$ cat config.mk
export PLATFORM = sky130hd
export DESIGN_NAME = uart_tx_fifo
export DESIGN_NICKNAME = d
export VERILOG_FILES = /design/src/rtl/uart_tx_fifo.sv
export SDC_FILE = /design/constraint.sdc
export NUM_CORES = 1
export LEC_CHECK = 0
export ABC_CLOCK_PERIOD_IN_PS = 2910
export CAP_MARGIN = 20
export CORE_ASPECT_RATIO = 2
export CORE_UTILIZATION = 55
export CTS_BUF_LIST = sky130_fd_sc_hd__clkbuf_4 sky130_fd_sc_hd__clkbuf_8
export DETAILED_ROUTE_END_ITERATION = 12
export HOLD_SLACK_MARGIN = 0.08
export PLACE_DENSITY = 0.75
export SYNTH_ARGS = -nofsm -noshare
export SYNTH_HDL_FRONTEND = slang
export SYNTH_SLANG_ARGS = --single-unit
$ cat constraint.sdc
create_clock -name UART_CLK -period 2.91 [get_ports UART_CLK]
set_input_delay 0.873 -clock UART_CLK [delete_from_list [all_inputs] [get_ports UART_CLK]]
set_output_delay 0.873 -clock UART_CLK [all_outputs]
set_load 0.05 [all_outputs]
$ cat src/rtl/uart_tx_fifo.sv
// Buffered 8N1 UART transmitter: byte FIFO fed by CPU store strobes,
// drained LSB-first by a registered serializer.
module uart_tx_fifo #(
  parameter int CLKS_PER_BIT = 16,
  parameter int FIFO_DEPTH   = 16
) (
  input  logic        UART_CLK,
  input  logic        reset_n,
  input  logic        write_req,
  input  logic [7:0]  write_data,
  input  logic        clear_overflow,
  output logic        tx,
  output logic        tx_busy,
  output logic        fifo_full,
  output logic        fifo_empty,
  output logic        overflow,
  output logic [31:0] status_word
);

  localparam int AW = (FIFO_DEPTH > 1) ? $clog2(FIFO_DEPTH) : 1;
  localparam int CW = AW + 1;
  localparam logic [15:0]   BIT_LAST = 16'(CLKS_PER_BIT - 1);
  localparam logic [CW-1:0] DEPTH_C  = CW'(FIFO_DEPTH);

  typedef enum logic [1:0] {
    IDLE,
    START,
    DATA,
    STOP
  } state_e;

  state_e        state_q, state_d;
  logic [15:0]   timer_q, timer_d;
  logic [2:0]    idx_q, idx_d;
  logic [7:0]    shift_q, shift_d;
  logic          tx_q, tx_d;
  logic [AW-1:0] wptr_q, wptr_d;
  logic [AW-1:0] rptr_q, rptr_d;
  logic [CW-1:0] cnt_q, cnt_d;
  logic          ovf_q, ovf_d;
  logic          wr_prev_q;
  logic [7:0]    mem_q [FIFO_DEPTH];

  logic push_evt;
  logic push_ok;
  logic pop;
  logic bit_done;

  assign fifo_full  = (cnt_q == DEPTH_C);
  assign fifo_empty = (cnt_q == '0);
  assign tx_busy    = (state_q != IDLE) | ~fifo_empty;
  assign overflow   = ovf_q;
  assign tx         = tx_q;
  assign status_word = {16'h0, 8'(cnt_q), 4'h0,
                        ovf_q, fifo_full, fifo_empty, tx_busy};

  // Full is the registered count, so a same-edge pop never rescues a push.
  assign push_evt = write_req & ~wr_prev_q;
  assign push_ok  = push_evt & ~fifo_full;
  assign pop      = (state_q == IDLE) & ~fifo_empty;
  assign bit_done = (timer_q == BIT_LAST);

  always_comb begin
    wptr_d = push_ok ? wptr_q + AW'(1) : wptr_q;
    rptr_d = pop ? rptr_q + AW'(1) : rptr_q;
    cnt_d  = cnt_q + CW'(push_ok) - CW'(pop);
    ovf_d  = ovf_q;
    if (push_evt & fifo_full) begin
      ovf_d = 1'b1;
    end else if (clear_overflow) begin
      ovf_d = 1'b0;
    end
  end

  always_comb begin
    state_d = state_q;
    timer_d = timer_q;
    idx_d   = idx_q;
    shift_d = shift_q;
    tx_d    = tx_q;
    unique case (state_q)
      IDLE: begin
        tx_d    = 1'b1;
        timer_d = '0;
        if (pop) begin
          shift_d = mem_q[rptr_q];
          state_d = START;
          tx_d    = 1'b0;
        end
      end
      START: begin
        if (bit_done) begin
          timer_d = '0;
          idx_d   = '0;
          state_d = DATA;
          tx_d    = shift_q[0];
        end else begin
          timer_d = timer_q + 16'd1;
        end
      end
      DATA: begin
        if (bit_done) begin
          timer_d = '0;
          if (idx_q == 3'd7) begin
            state_d = STOP;
            tx_d    = 1'b1;
          end else begin
            shift_d = shift_q >> 1;
            idx_d   = idx_q + 3'd1;
            tx_d    = shift_q[1];
          end
        end else begin
          timer_d = timer_q + 16'd1;
        end
      end
      STOP: begin
        tx_d = 1'b1;
        if (bit_done) begin
          timer_d = '0;
          state_d = IDLE;
        end else begin
          timer_d = timer_q + 16'd1;
        end
      end
      default: begin
        state_d = IDLE;
        tx_d    = 1'b1;
      end
    endcase
  end

  always_ff @(posedge UART_CLK or negedge reset_n) begin
    if (!reset_n) begin
      state_q   <= IDLE;
      timer_q   <= '0;
      idx_q     <= '0;
      shift_q   <= '0;
      tx_q      <= 1'b1;
      wptr_q    <= '0;
      rptr_q    <= '0;
      cnt_q     <= '0;
      ovf_q     <= 1'b0;
      wr_prev_q <= 1'b0;
    end else begin
      state_q   <= state_d;
      timer_q   <= timer_d;
      idx_q     <= idx_d;
      shift_q   <= shift_d;
      tx_q      <= tx_d;
      wptr_q    <= wptr_d;
      rptr_q    <= rptr_d;
      cnt_q     <= cnt_d;
      ovf_q     <= ovf_d;
      wr_prev_q <= write_req;
    end
  end

  // Storage needs no reset: pointers and count define validity.
  always_ff @(posedge UART_CLK) begin
    if (push_ok) begin
      mem_q[wptr_q] <= write_data;
    end
  end

endmodule
# Word level (Yosys, flattened, before mapping)
# Memory sizes are Yosys's and may differ from the RTL's.
# Cells that the tools add are included.
classes:
  n_bitwise: 8
  mux: 25
  add_sub_neg: 6
  n_eq_ne: 12
  n_reduce_logical: 11
op_table:
  columns: ["op", "n"]
  rows:
  - ["$pmux W16 S2", 1]
  - ["$mux W8", 3]
  - ["$add A16 B1 Y16 const B", 1]
  - ["$eq A16 B4 Y1 const B", 1]
  - ["$mux W16", 1]
  - ["$pmux W8 S2", 1]
  - ["$ne A2 B2 Y1 const B", 6]
  - ["$mux W2", 5]
  - ["$mux W3", 3]
  - ["$add A4 B1 Y4 const B", 2]
  - ["$mux W1", 8]
  - ["$pmux W2 S4", 1]
  - ["$reduce_and A4 Y1", 2]
  - ["$reduce_bool A2 Y1", 4]
  - ["$pmux W3 S2", 1]
  - ["$add A5 B1 Y5", 1]
  - ["$eq A5 B5 Y1 const B", 1]
  - ["$logic_not A5 Y1", 1]
  - ["$reduce_and A5 Y1", 1]
  - ["$sub A5 B1 Y5", 1]
  - ["$and A1 B1 Y1", 4]
  - ["$eq A2 B2 Y1 const B", 2]
  - ["$pmux W1 S4", 1]
  - ["$add A3 B1 Y3 const B", 1]
  - ["7 further kinds", 9]
word_totals:
  memories: 1
  register_bits: 45
  ramBits: 128
mem_list:
  columns: ["name", "depth", "word_bits", "rd", "rd_ports_with_merged_regs", "write_ports", "line", "rtl"]
  rows:
  - ["mem_q", 16, 8, 1, 0, 1, "42", "logic [7:0] mem_q [FIFO_DEPTH];"]

# Depth between registers and ports, before layout
# Gate-level depths: netlist of the first run.
logic_depth:
  word_depth: 5
  ltp_mapped: 11

# Worst setup path after synthesis of the first run
# No wires, ideal clock.
synth_timing:
  kind: "register to register"
  start: "register cnt_q[3]"
  end: "register cnt_q[4]"
  path_buffers: 0
  stages_incl_launch_ff: 12
  required_ns: 2.787
  setup_slack_ns: -1.597
  arrival_ns: 4.384
  path_cell_list: "dfrtp_1 > inv_1 > ha_1 > nor4bb_1 > nor2_1 > xor2_1 > ha_1 > fa_1 > a21oi_1 > nor2_1 > nor2_1 > xnor2_1"
synth_between:
  elab_chain_len: 5
synth_rtl:
  columns: ["element", "line", "rtl"]
  rows:
  - ["start: declaration", "39", "logic [CW-1:0] cnt_q, cnt_d;"]
  - ["start signal: assignment", "152", "cnt_q <= cnt_d;"]
  - ["$eq A5 B5 Y1", "49", "assign fifo_full = (cnt_q == DEPTH_C);"]
  - ["via fifo_full", "14", "output logic fifo_full,"]
  - ["$not A1 Y1", "59", "assign push_ok = push_evt & ~fifo_full;"]
  - ["$and A1 B1 Y1", "59", null]
  - ["$add A5 B1 Y5", "66", "cnt_d = cnt_q + CW'(push_ok) - CW'(pop);"]
  - ["$sub A5 B1 Y5", "66", null]
  - ["via cnt_d[4]", "39", null]
# The timed path passes the listed nets, and every way through them passes these cells.
# A chain may end at the register's enable or synchronous reset.

# Worst setup path after layout of the first run
layout_timing:
  start: "register cnt_q[2]"
  end: "output status_word[0]"
layout_between:
  elab_chain_len: 3
layout_rtl:
  columns: ["element", "line", "rtl"]
  rows:
  - ["$logic_not A5 Y1", "50", "assign fifo_empty = (cnt_q == '0);"]
  - ["$not A1 Y1", "51", "assign tx_busy = (state_q != IDLE) | ~fifo_empty;"]
  - ["$or A1 B1 Y1", "51", null]
  - ["end: declaration", "17", "output logic [31:0] status_word"]
# No other way between the ends.

==> metrics.md, run 1 <==
| Metric | Value |
|---|---|
| WL/cell | `20.96 um` |
| DR vias/cell | `5.859` |
| Nets | `574` |
| CTS Sinks | `173` |
| FP Rows | `60` |
| Power Dens Cells | `660.5 mW/mm2` |
| Flops & latches, synth | `173` |
| Finished Cell Area | `0.008457 mm2` |
| Simple-Gate Fraction of Synth Area | `6.759%` |
| Hold_buf cts | `0` |
| Crit-path max FO | `4` |
| Final hold violation count | `0` |
| Main combinational cell family by area after synthesis | `multiplexers` |
| Post-synthesis compound-gate area fraction | `6.460%` |
| Biggest area consumer among synthesized cells | `edfxtp_1` |
| Crit path kind | `reg2out` |
| Pin count of the biggest net entering global routing | `37` |
| Final ANT Viol Nets | `0` |
| H-Tree Depth | `4` |
| Xor and xnor area share after synthesis | `2.674%` |
| RSZ-0062 raised after global routing | `false` |
| Top cells by area, synth | `edfxtp_1 (51%), dfrtp_1 (15%), mux4_2 (5.7%)` |
| Resized cells post-CTS | `0` |
| Post-synth EDFFs | `128` |
| Post-synthesis sequential area ratio | `65.97%` |
| CP dominant cell by count | `buf_4` |
| Gr usage total | `22.66%` |
| Core Box Area | `0.01344 mm2` |
| # diodes | `0` |
| Synth warn | `0` |
| Port Buf Inserts | `25` |
| Die Ht | `167.5 um` |
| Die ar. | `0.01420 mm2` |
| Mapped cell area | `0.007535 mm2` |
| Worst Setup End Kind | `output pin` |
| Post-Syn Instances | `499` |
| Worst-path cell chain | `inv_2, ha_4, nor4b_4, buf_4, nand2_4, buf_4` |
| Crit path max-delay cell type | `dfrtp_2` |
| Placed inst area | `0.008051 mm2` |
| I/O pins | `49` |
| Design Power | `5.586 mW` |
| Clk buf depth | `2` |
| Unique cell type count in the Yosys netlist | `53` |
| Slew margin rel. | `50.28%` |
| Adder-Cell Fraction of Synth Area | `3.255%` |
| CTS root buffer | `clkbuf_8` |
| Residual DRC | `6` |
| Async SR Flop Fraction | `26.01%` |
| Least-Margin Pin Slew | `744.3 ps` |
| Vias | `4166` |
| Final worst-path cycle share | `95.44%` |
| CTS Buf Count | `17` |
| Final setup viols | `0` |
| Period minus WS final | `2777 ps` |
| Status | `complete, but fails checks` |
| First-pass GRT wire length | `23430 um` |
| DIE WIDTH | `84.77 um` |
| Clock transition at path regs | `90 ps` |
| Initial drt markers | `251` |
| Type of origin of the critical path | `register` |
| Post-DP HPWL | `10870 um` |
| Post-Route WL | `14900 um` |
| Static Leak | `3.267 nW` |
| Global route overflow | `0` |
| Initial antenna violation count | `0` |
| Top cell type's share of synthesized area | `51.01%` |
| Number of global-route vias before repair | `4372` |
| Max-slew violations | `0` |
| Setup repair bufs after CTS | `0` |
| Placer Congestion | `0.8532` |
| Layout cells sized above 1 | `21.58%` |
| Max cap viols | `0` |
| Number of detailed-route iterations in the first pass | `8` |
| Max Fclk | `360.1 MHz` |
| Required time of the worst setup path | `2040 ps` |
| CP arrival | `1900 ps` |
| Clk_lat worst skew | `450 ps` |
| Hold crit path type | `in2async` |
| Area growth syn-to-layout | `12.24%` |
| TritonCTS clock tree | `yes` |
| Setup Skew | `8.827 ps` |
| Initial Util | `56.07%` |
| Mux cell area share after synthesis | `9.897%` |
| Mapped Avg Cell Area | `15.10 um2` |
| VDD IR max | `0.3588 mV` |
| Main synth FF type | `edfxtp_1` |
| Worst stage delay on the critical path | `430 ps` |
| Failing checks | `DRC` |
stage by stage:
step / utilization [%] / TNS [ps] / worst slack [ps] / std cells / hold WS (ps)
floorplan: - / -74.79 / -56.87 / 521 / 450.1
global placement: 59.92 / 0 / 105.6 / 679 / 470.4
detailed placement: 59.92 / 0 / 34.04 / 679 / 478.3
CTS: 62.93 / 0 / 88.46 / 711 / 472.0
global route: 62.93 / 0 / 36.42 / 711 / 504.8
finish: 62.93 / 0 / 132.8 / 711 / 452.1
area by class of cell:
| class | count | area, um2 |
|---|---|---|
| Fill cell | 992 | 4981 |
| Timing Repair Buffer | 51 | 488.0 |
| Multi-Input combinational cell | 284 | 2333 |
| Inverter | 16 | 60.06 |
| Tap cell | 155 | 193.9 |
| Clock inverter | 15 | 171.4 |
| Sequential cell | 173 | 4976 |
| Clock buffer | 17 | 234.0 |
where the power goes:
part / switching [mW] / internal [mW]
Clock: 0.956 / 0.726
Sequential: 0.137 / 2.82
Combinational: 0.586 / 0.361
cell families (layout without fill, tap and decap cells):
logic type | after synthesis | count (layout)
adders and majority gates | 19 | 19
and+or+nand+nor | 103 | 103
DFF | 173 | 173
buffers and inverters | 64 | 99
xor gates and xnor gates | 23 | 23
muxes | 49 | 49
AOI/OAI and AO/OA | 67 | 67
other | 1 | 23
critical path: cells and delay by family, from the launching register on:
family	cells	cell delay (ps)
buffers and inverters	3	520
flip-flops	1	430
AND/OR/NAND/NOR	2	370
adder cells (fa/ha/maj)	1	130
cell usage after synthesis, drive strengths merged (9+ instances only):
| library cell | number |
|---|---|
| xor2 | 10 |
| mux2 | 14 |
| inv | 15 |
| nor2 | 35 |
| xnor2 | 13 |
| dfrtp | 44 |
| mux2i | 16 |
| clkbuf | 9 |
| mux4 | 19 |
| nand2 | 21 |
| edfxtp | 128 |
| o21ai | 17 |
| buf | 39 |
| ha | 18 |
final timing paths:
kind	start	to	slack, ps	depth (start not counted)
hold reg to reg	shift_q[6]$_DFFE_PN0P_	shift_q[6]$_DFFE_PN0P_	500	2
setup reg to reg	state_q[0]$_DFFE_PN0P_	cnt_q[4]$_DFF_PN0_	410	11
setup / recovery	cnt_q[2]$_DFF_PN0_	status_word[0]	130	6
hold / removal	reset_n	wr_prev_q$_DFF_PN0_	450	1
max in group asynchronous	reset_n	tx$_DFFE_PN1P_	1740	2
min in group UART_CLK	shift_q[6]$_DFFE_PN0P_	shift_q[6]$_DFFE_PN0P_	500	2
layout by cell type, fill, tap and decap left out, types with 6 or more instances in the layout:
| master | count |
|---|---|
| edfxtp_1 | 128 |
| dfrtp_1 | 40 |
| nor2_1 | 33 |
| buf_4 | 27 |
| conb_1 | 23 |
| nand2_1 | 20 |
| mux4_2 | 19 |
| clkdlybuf4s50_1 | 18 |
| ha_1 | 17 |
| clkbuf_8 | 17 |
| o21ai_0 | 16 |
| mux2i_1 | 16 |
| mux2_2 | 14 |
| inv_1 | 13 |
| xnor2_1 | 13 |
| xor2_1 | 10 |
| and3_1 | 8 |
| a22oi_1 | 8 |
| or2_2 | 7 |
| nand3_1 | 7 |
| a221oi_1 | 7 |
| a21oi_1 | 6 |
| nor3_1 | 6 |
flip-flops by register name, indices dropped and copies added, names as in the netlist:
signal / flops
overflow: 1
cnt_q: 5
wr_prev_q: 1
wptr_q: 4
timer_q: 16
state_q: 2
rptr_q: 4
mem_q: 128
shift_q: 8
tx: 1
idx_q: 3
per-layer routing:
layer | GRT usage [%] | share of wire, %
met5 | 0 | 0
met4 | 10.83 | 3.1
met3 | 3.450 | 3.3
met2 | 44.19 | 60
met1 | 22.78 | 33
Note: power is estimated with default switching activity, not from simulation.
==> run 2: changes to the inputs <==
==> constraint.sdc (replaced) <==
create_clock -name UART_CLK -period 2.91 [get_ports UART_CLK]
set_input_delay 0.582 -clock UART_CLK [delete_from_list [all_inputs] [get_ports UART_CLK]]
set_output_delay 0.582 -clock UART_CLK [all_outputs]
set_load 0.05 [all_outputs]
==> run 2 against run 1 <==
The flow still finishes with violations (DRC). Combinational power decreased by 7.0%. Cell count up 0.56%. Design area fell by 1.1%. Global-route usage decreased by 0.097 points.
==> metrics.md, run 2 (synthesis results as in run 1) <==
| Metric | Value |
|---|---|
| Status | `complete, but fails checks` |
| Failing checks | `DRC` |
| TritonCTS clock tree | `yes` |
| I/O pins | `49` |
| Share of total power in the clock network | `28.7%` |
| Int Power | `3.765 mW` |
| Worst stage delay on the critical path | `450 ps` |
| Part of the power in combinational logic | `16.4%` |
| Clk_lat worst skew | `450 ps` |
| Final ANT Viol Nets | `0` |
| Post-Route WL | `14660 um` |
| Slew margin rel. | `51.19%` |
| Worst r2r src | `cnt_q[3]$_DFF_PN0_` |
| CP arrival | `2110 ps` |
| Clk buf depth | `2` |
| H-Tree Depth | `4` |
| Number of flip-flops in the largest register | `128` |
| Multi-input gate area | `0.002311 mm2` |
| DR vias/cell | `5.873` |
| Max cap viols | `0` |
| RSZ-0062 raised after global routing | `false` |
| Design Power | `5.379 mW` |
| Period minus WS final | `2694 ps` |
| Static Leak | `3.237 nW` |
| Worst setup path startpoint | `cnt_q[3]$_DFF_PN0_` |
| Max-slew violations | `0` |
| FF-to-FF setup slack | `380 ps` |
| # diodes | `0` |
| WL/cell | `20.50 um` |
| Nets | `578` |
| Hold_buf cts | `0` |
| Required time of the worst setup path | `2330 ps` |
| Core Box Area | `0.01344 mm2` |
| Critical path endpoint | `status_word[0]` |
| Final worst-path cycle share | `92.58%` |
| Die Ht | `167.5 um` |
| Reg-to-reg endpoint | `cnt_q[4]$_DFF_PN0_` |
| Layout cells sized above 1 | `20.71%` |
| Final hold violation count | `0` |
| Type of origin of the critical path | `register` |
| Power Dens Cells | `642.9 mW/mm2` |
| CTS root buffer | `clkbuf_8` |
| Least-Margin Pin Slew | `729.9 ps` |
| Initial antenna violation count | `0` |
| VDD IR max | `0.4999 mV` |
| Net Sw Power | `1.614 mW` |
| Worst path depth | `5` |
| Reg power frac | `54.9%` |
| Area growth syn-to-layout | `11.04%` |
| Placed inst area | `0.008005 mm2` |
| Port Buf Inserts | `25` |
| Finished Cell Area | `0.008367 mm2` |
| Buf/Inv on CP | `2` |
| Pin count of the biggest net entering global routing | `30` |
| Crit-path max FO | `5` |
| Commonest non-fill, non-tap cell in the layout | `edfxtp_1` |
| Hold crit path type | `in2async` |
| Post-DP HPWL | `10740 um` |
| Initial drt markers | `192` |
| Most flop-heavy register | `mem_q` |
| Largest regs | `mem_q x128, timer_q x16, shift_q x8` |
| Clock transition at path regs | `100 ps` |
| Max Fclk | `371.2 MHz` |
| Gr usage total | `22.56%` |
| DIE WIDTH | `84.77 um` |
| Die ar. | `0.01420 mm2` |
| Critical path's top delay family | `buffers and inverters` |
| FP Rows | `60` |
| Number of detailed-route iterations in the first pass | `8` |
| Crit path max-delay cell type | `dlygate4sd2_1` |
| Number of global-route vias before repair | `4406` |
| Global route overflow | `0` |
| Net Sw Frac | `30.00%` |
| Worst reg2reg path depth | `11` |
| Worst-path cell chain | `inv_1, ha_1, nor4b_4, nand2_2, dlygate4sd2_1` |
| Fin util | `62.26%` |
| CTS Buf Count | `17` |
| Setup Skew | `13.34 ps` |
| Initial Util | `56.07%` |
| Reg area | `0.004975 mm2` |
| Vias | `4199` |
| Setup repair bufs after CTS | `0` |
| Resized cells post-CTS | `4` |
| Most frequent cells in the layout | `edfxtp_1 (128), dfrtp_1 (41), nor2_1 (33)` |
| Final setup viols | `0` |
| First-pass GRT wire length | `23330 um` |
| Worst Setup End Kind | `output pin` |
| Fillcell total | `1016` |
| Crit path kind | `reg2out` |
| Placer Congestion | `0.8477` |
| CTS Sinks | `173` |
| Residual DRC | `4` |
[run 2: changes by cell type in the layout (fill, tap and decap cells not counted), moves of 3 or more]
cell and delta:
inv_8 -3, dlygate4sd2_1 +4, buf_4 +5, buf_12 -5
[run 2: worst min path at each step]
| stage | cells after the start | slack, ps | start | to |
|---|---|---|---|---|
| floorplan | 0 | 290 | reset_n | cnt_q[0]$_DFF_PN0_ |
| global placement | 2 | 470 | shift_q[3]$_DFFE_PN0P_ | shift_q[3]$_DFFE_PN0P_ |
| detailed placement | 2 | 480 | shift_q[3]$_DFFE_PN0P_ | shift_q[3]$_DFFE_PN0P_ |
| CTS | 1 | 180 | reset_n | wptr_q[3]$_DFFE_PN0P_ |
| global route | 1 | 210 | reset_n | wptr_q[3]$_DFFE_PN0P_ |
| finish | 1 | 180 | reset_n | wptr_q[0]$_DFFE_PN0P_ |
[run 2: cell type report]
cell class              instances  area share (%)
repair buffers                 55           5.503
clock inverters                14           1.495
multi-input cells             284           27.62
well taps                     155           2.318
clock buffers                  18           2.886
inverters                      16          0.7178
flip-flops and latches        173           59.46
[run 2: stage by stage]
step           TNS, ps  hold WS (ps)  worst slack, ps  std cells
6_report             0         178.1            215.9        715
5_1_grt              0         209.2            65.88        715
4_1_cts              0         183.8            166.4        715
3_5_place_dp         0         479.6            355.0        683
3_3_place_gp         0         470.8            425.1        683
2_1_floorplan   -73.21         286.4           -73.21        521
[run 2: metal layers]
metal / GRT usage [%] / up-vias / share of wire, %
met2: 43.51 / 109 / 58
met4: 10.32 / 0 / 4.1
met3: 4.041 / 37 / 2.5
met5: 0 / - / 0
li1: - / 1922 / -
met1: 22.95 / 2131 / 36
[run 2: power by group through the flow]
stage / sequential [mW] / clock (mW) / combinational [mW]
after global placement: 2.99 / 0 / 0.864
after floorplan: 3.08 / 0 / 0.540
after CTS: 2.96 / 1.56 / 0.890
after global routing: 2.97 / 1.66 / 0.964
final: 2.96 / 1.54 / 0.881
after detailed placement: 3.01 / 0 / 0.891
==> run 3: changes to the inputs <==
- CTS_BUF_LIST: sky130_fd_sc_hd__clkbuf_4 sky130_fd_sc_hd__clkbuf_8 -> sky130_fd_sc_hd__clkbuf_16
- SKIP_LAST_GASP: default -> 1
==> run 3 against run 2 <==
The run still ends with DRC left. Core utilization up 1.4 points. Sequential share of layout area fell by 1.3 points. Sequential power about the same. First-iteration DRC count up 3.1%. Cell count unchanged.
==> metrics.md, run 3 (synthesis results as in run 1) <==
| Metric | Value |
|---|---|
| Period minus WS final | `2646 ps` |
| Most frequent cells in the layout | `edfxtp_1 (128), dfrtp_1 (41), nor2_1 (33)` |
| Die ar. | `0.01420 mm2` |
| Number of flip-flops in the largest register | `128` |
| Initial Util | `56.07%` |
| Layout cells sized above 1 | `20.54%` |
| CTS root buffer | `clkbuf_16` |
| Final worst setup slack | `264.3 ps` |
| FF-to-FF setup slack | `380 ps` |
| # diodes | `0` |
| Hold crit path type | `in2async` |
| Status | `complete, but fails checks` |
| Max-slew violations | `0` |
| WL/cell | `20.51 um` |
| Pin count of the biggest net entering global routing | `30` |
| Post-DP HPWL | `10740 um` |
| Number of detailed-route iterations in the first pass | `9` |
| Fin util | `63.66%` |
| TritonCTS clock tree | `yes` |
| Failing checks | `DRC` |
| Global route overflow | `0` |
| Crit path kind | `reg2out` |
| Nets | `578` |
| Residual DRC | `4` |
| Max Fclk | `378.0 MHz` |
| Core Box Area | `0.01344 mm2` |
| Clock transition at path regs | `70 ps` |
| First-pass GRT wire length | `23470 um` |
| Final worst-path cycle share | `90.92%` |
| Type of origin of the critical path | `register` |
| Clk buf depth | `2` |
| Fillcell total | `991` |
| Initial drt markers | `198` |
| Pre-CTS setup slack | `355.0 ps` |
| Least-Margin Pin Slew | `715.8 ps` |
| CTS Sinks | `173` |
| DR vias/cell | `5.848` |
| Initial antenna violation count | `0` |
| Worst reg2reg path depth | `11` |
| Reg area | `0.004975 mm2` |
| Commonest non-fill, non-tap cell in the layout | `edfxtp_1` |
| CTS Buf Count | `17` |
| FP Rows | `60` |
| Largest regs | `mem_q x128, timer_q x16, shift_q x8` |
| Setup Skew | `8.177 ps` |
| Static Leak | `3.325 nW` |
| Slew margin rel. | `52.28%` |
| Worst Setup End Kind | `output pin` |
| DIE WIDTH | `84.77 um` |
| VDD IR max | `0.4924 mV` |
| Final setup viols | `0` |
| RSZ-0062 raised after global routing | `false` |
| Required time of the worst setup path | `2330 ps` |
| Area growth syn-to-layout | `13.53%` |
| I/O pins | `49` |
| Power Dens Cells | `693.3 mW/mm2` |
| Multi-input gate area | `0.002311 mm2` |
| Hold_buf cts | `0` |
| Placer Congestion | `0.8477` |
| Crit-path max FO | `5` |
| H-Tree Depth | `4` |
| Most flop-heavy register | `mem_q` |
| Port Buf Inserts | `25` |
| Die Ht | `167.5 um` |
| Final ANT Viol Nets | `0` |
| Gr usage total | `22.70%` |
| Number of global-route vias before repair | `4399` |
| Max cap viols | `0` |
| Post-Route WL | `14660 um` |
| Final hold violation count | `0` |
| CP arrival | `2060 ps` |
| Vias | `4181` |
| Clk_lat worst skew | `410 ps` |
[run 3: cell types whose count changed in the layout (fill, tap and decap cells not counted), sizes merged]
cell	delta
clkbuf	-1
inv	+1
[run 3: worst max-delay path, cell delays in order (launching register included)]
cell	delay (ps)
dfrtp_2	420
inv_1	80
ha_1	180
nor4b_4	370
nand2_2	150
dlygate4sd2_1	450
[run 3: final timing paths]
kind,from,endpoint
max,cnt_q[3]$_DFF_PN0_,status_word[0]
min,reset_n,cnt_q[1]$_DFF_PN0_
max reg2reg,cnt_q[3]$_DFF_PN0_,cnt_q[4]$_DFF_PN0_
min reg2reg,shift_q[3]$_DFFE_PN0P_,shift_q[3]$_DFFE_PN0P_
max in group asynchronous,reset_n,tx$_DFFE_PN1P_
min in group UART_CLK,shift_q[3]$_DFFE_PN0P_,shift_q[3]$_DFFE_PN0P_
[run 3: repair_timing]
item,CTS,global route
setup buffers,0,0
setup endpoints to repair,4,0
endpoints found under the hold margin,0,0
resized for setup,4,0
[run 3: power breakdown]
group,total (mW),switching [mW],internal (mW),leakage (nW)
logic,0.881,0.566,0.315,1.33
clock network,2.09,0.968,1.12,0.273
registers,2.96,0.139,2.82,1.73
total,5.93,1.67,4.26,3.32
[run 3: final cells by class]
type	instances	area share [%]
Clock buffer	17	4.973
Multi-Input combinational cell	284	27.01
Tap cell	155	2.267
Timing Repair Buffer	55	5.382
Clock inverter	15	1.507
Inverter	16	0.7021
Sequential cell	173	58.15
[run 3: metal layers]
layer | GRT usage (%) | routed length (um) | vias up | part of all wire (%)
li1 | - | - | 1927 | -
met1 | 23.13 | 5081 | 2086 | 35
met2 | 43.16 | 8568 | 129 | 58
met3 | 4.239 | 443 | 39 | 3.0
met4 | 11.35 | 570 | 0 | 3.9
met5 | 0 | 0 | - | 0
[run 3: stage by stage]
stage	area (um2)	instances	power (mW)	TNS (ps)	hold slack (ps)
global route	8554	715	6.150	0	258.8
global placement	8005	683	3.858	0	470.8
CTS	8554	715	5.965	0	229.1
finish	8554	715	5.931	0	216.6
floorplan	7656	521	3.621	-73.21	286.4
detailed placement	8005	683	3.900	0	479.6
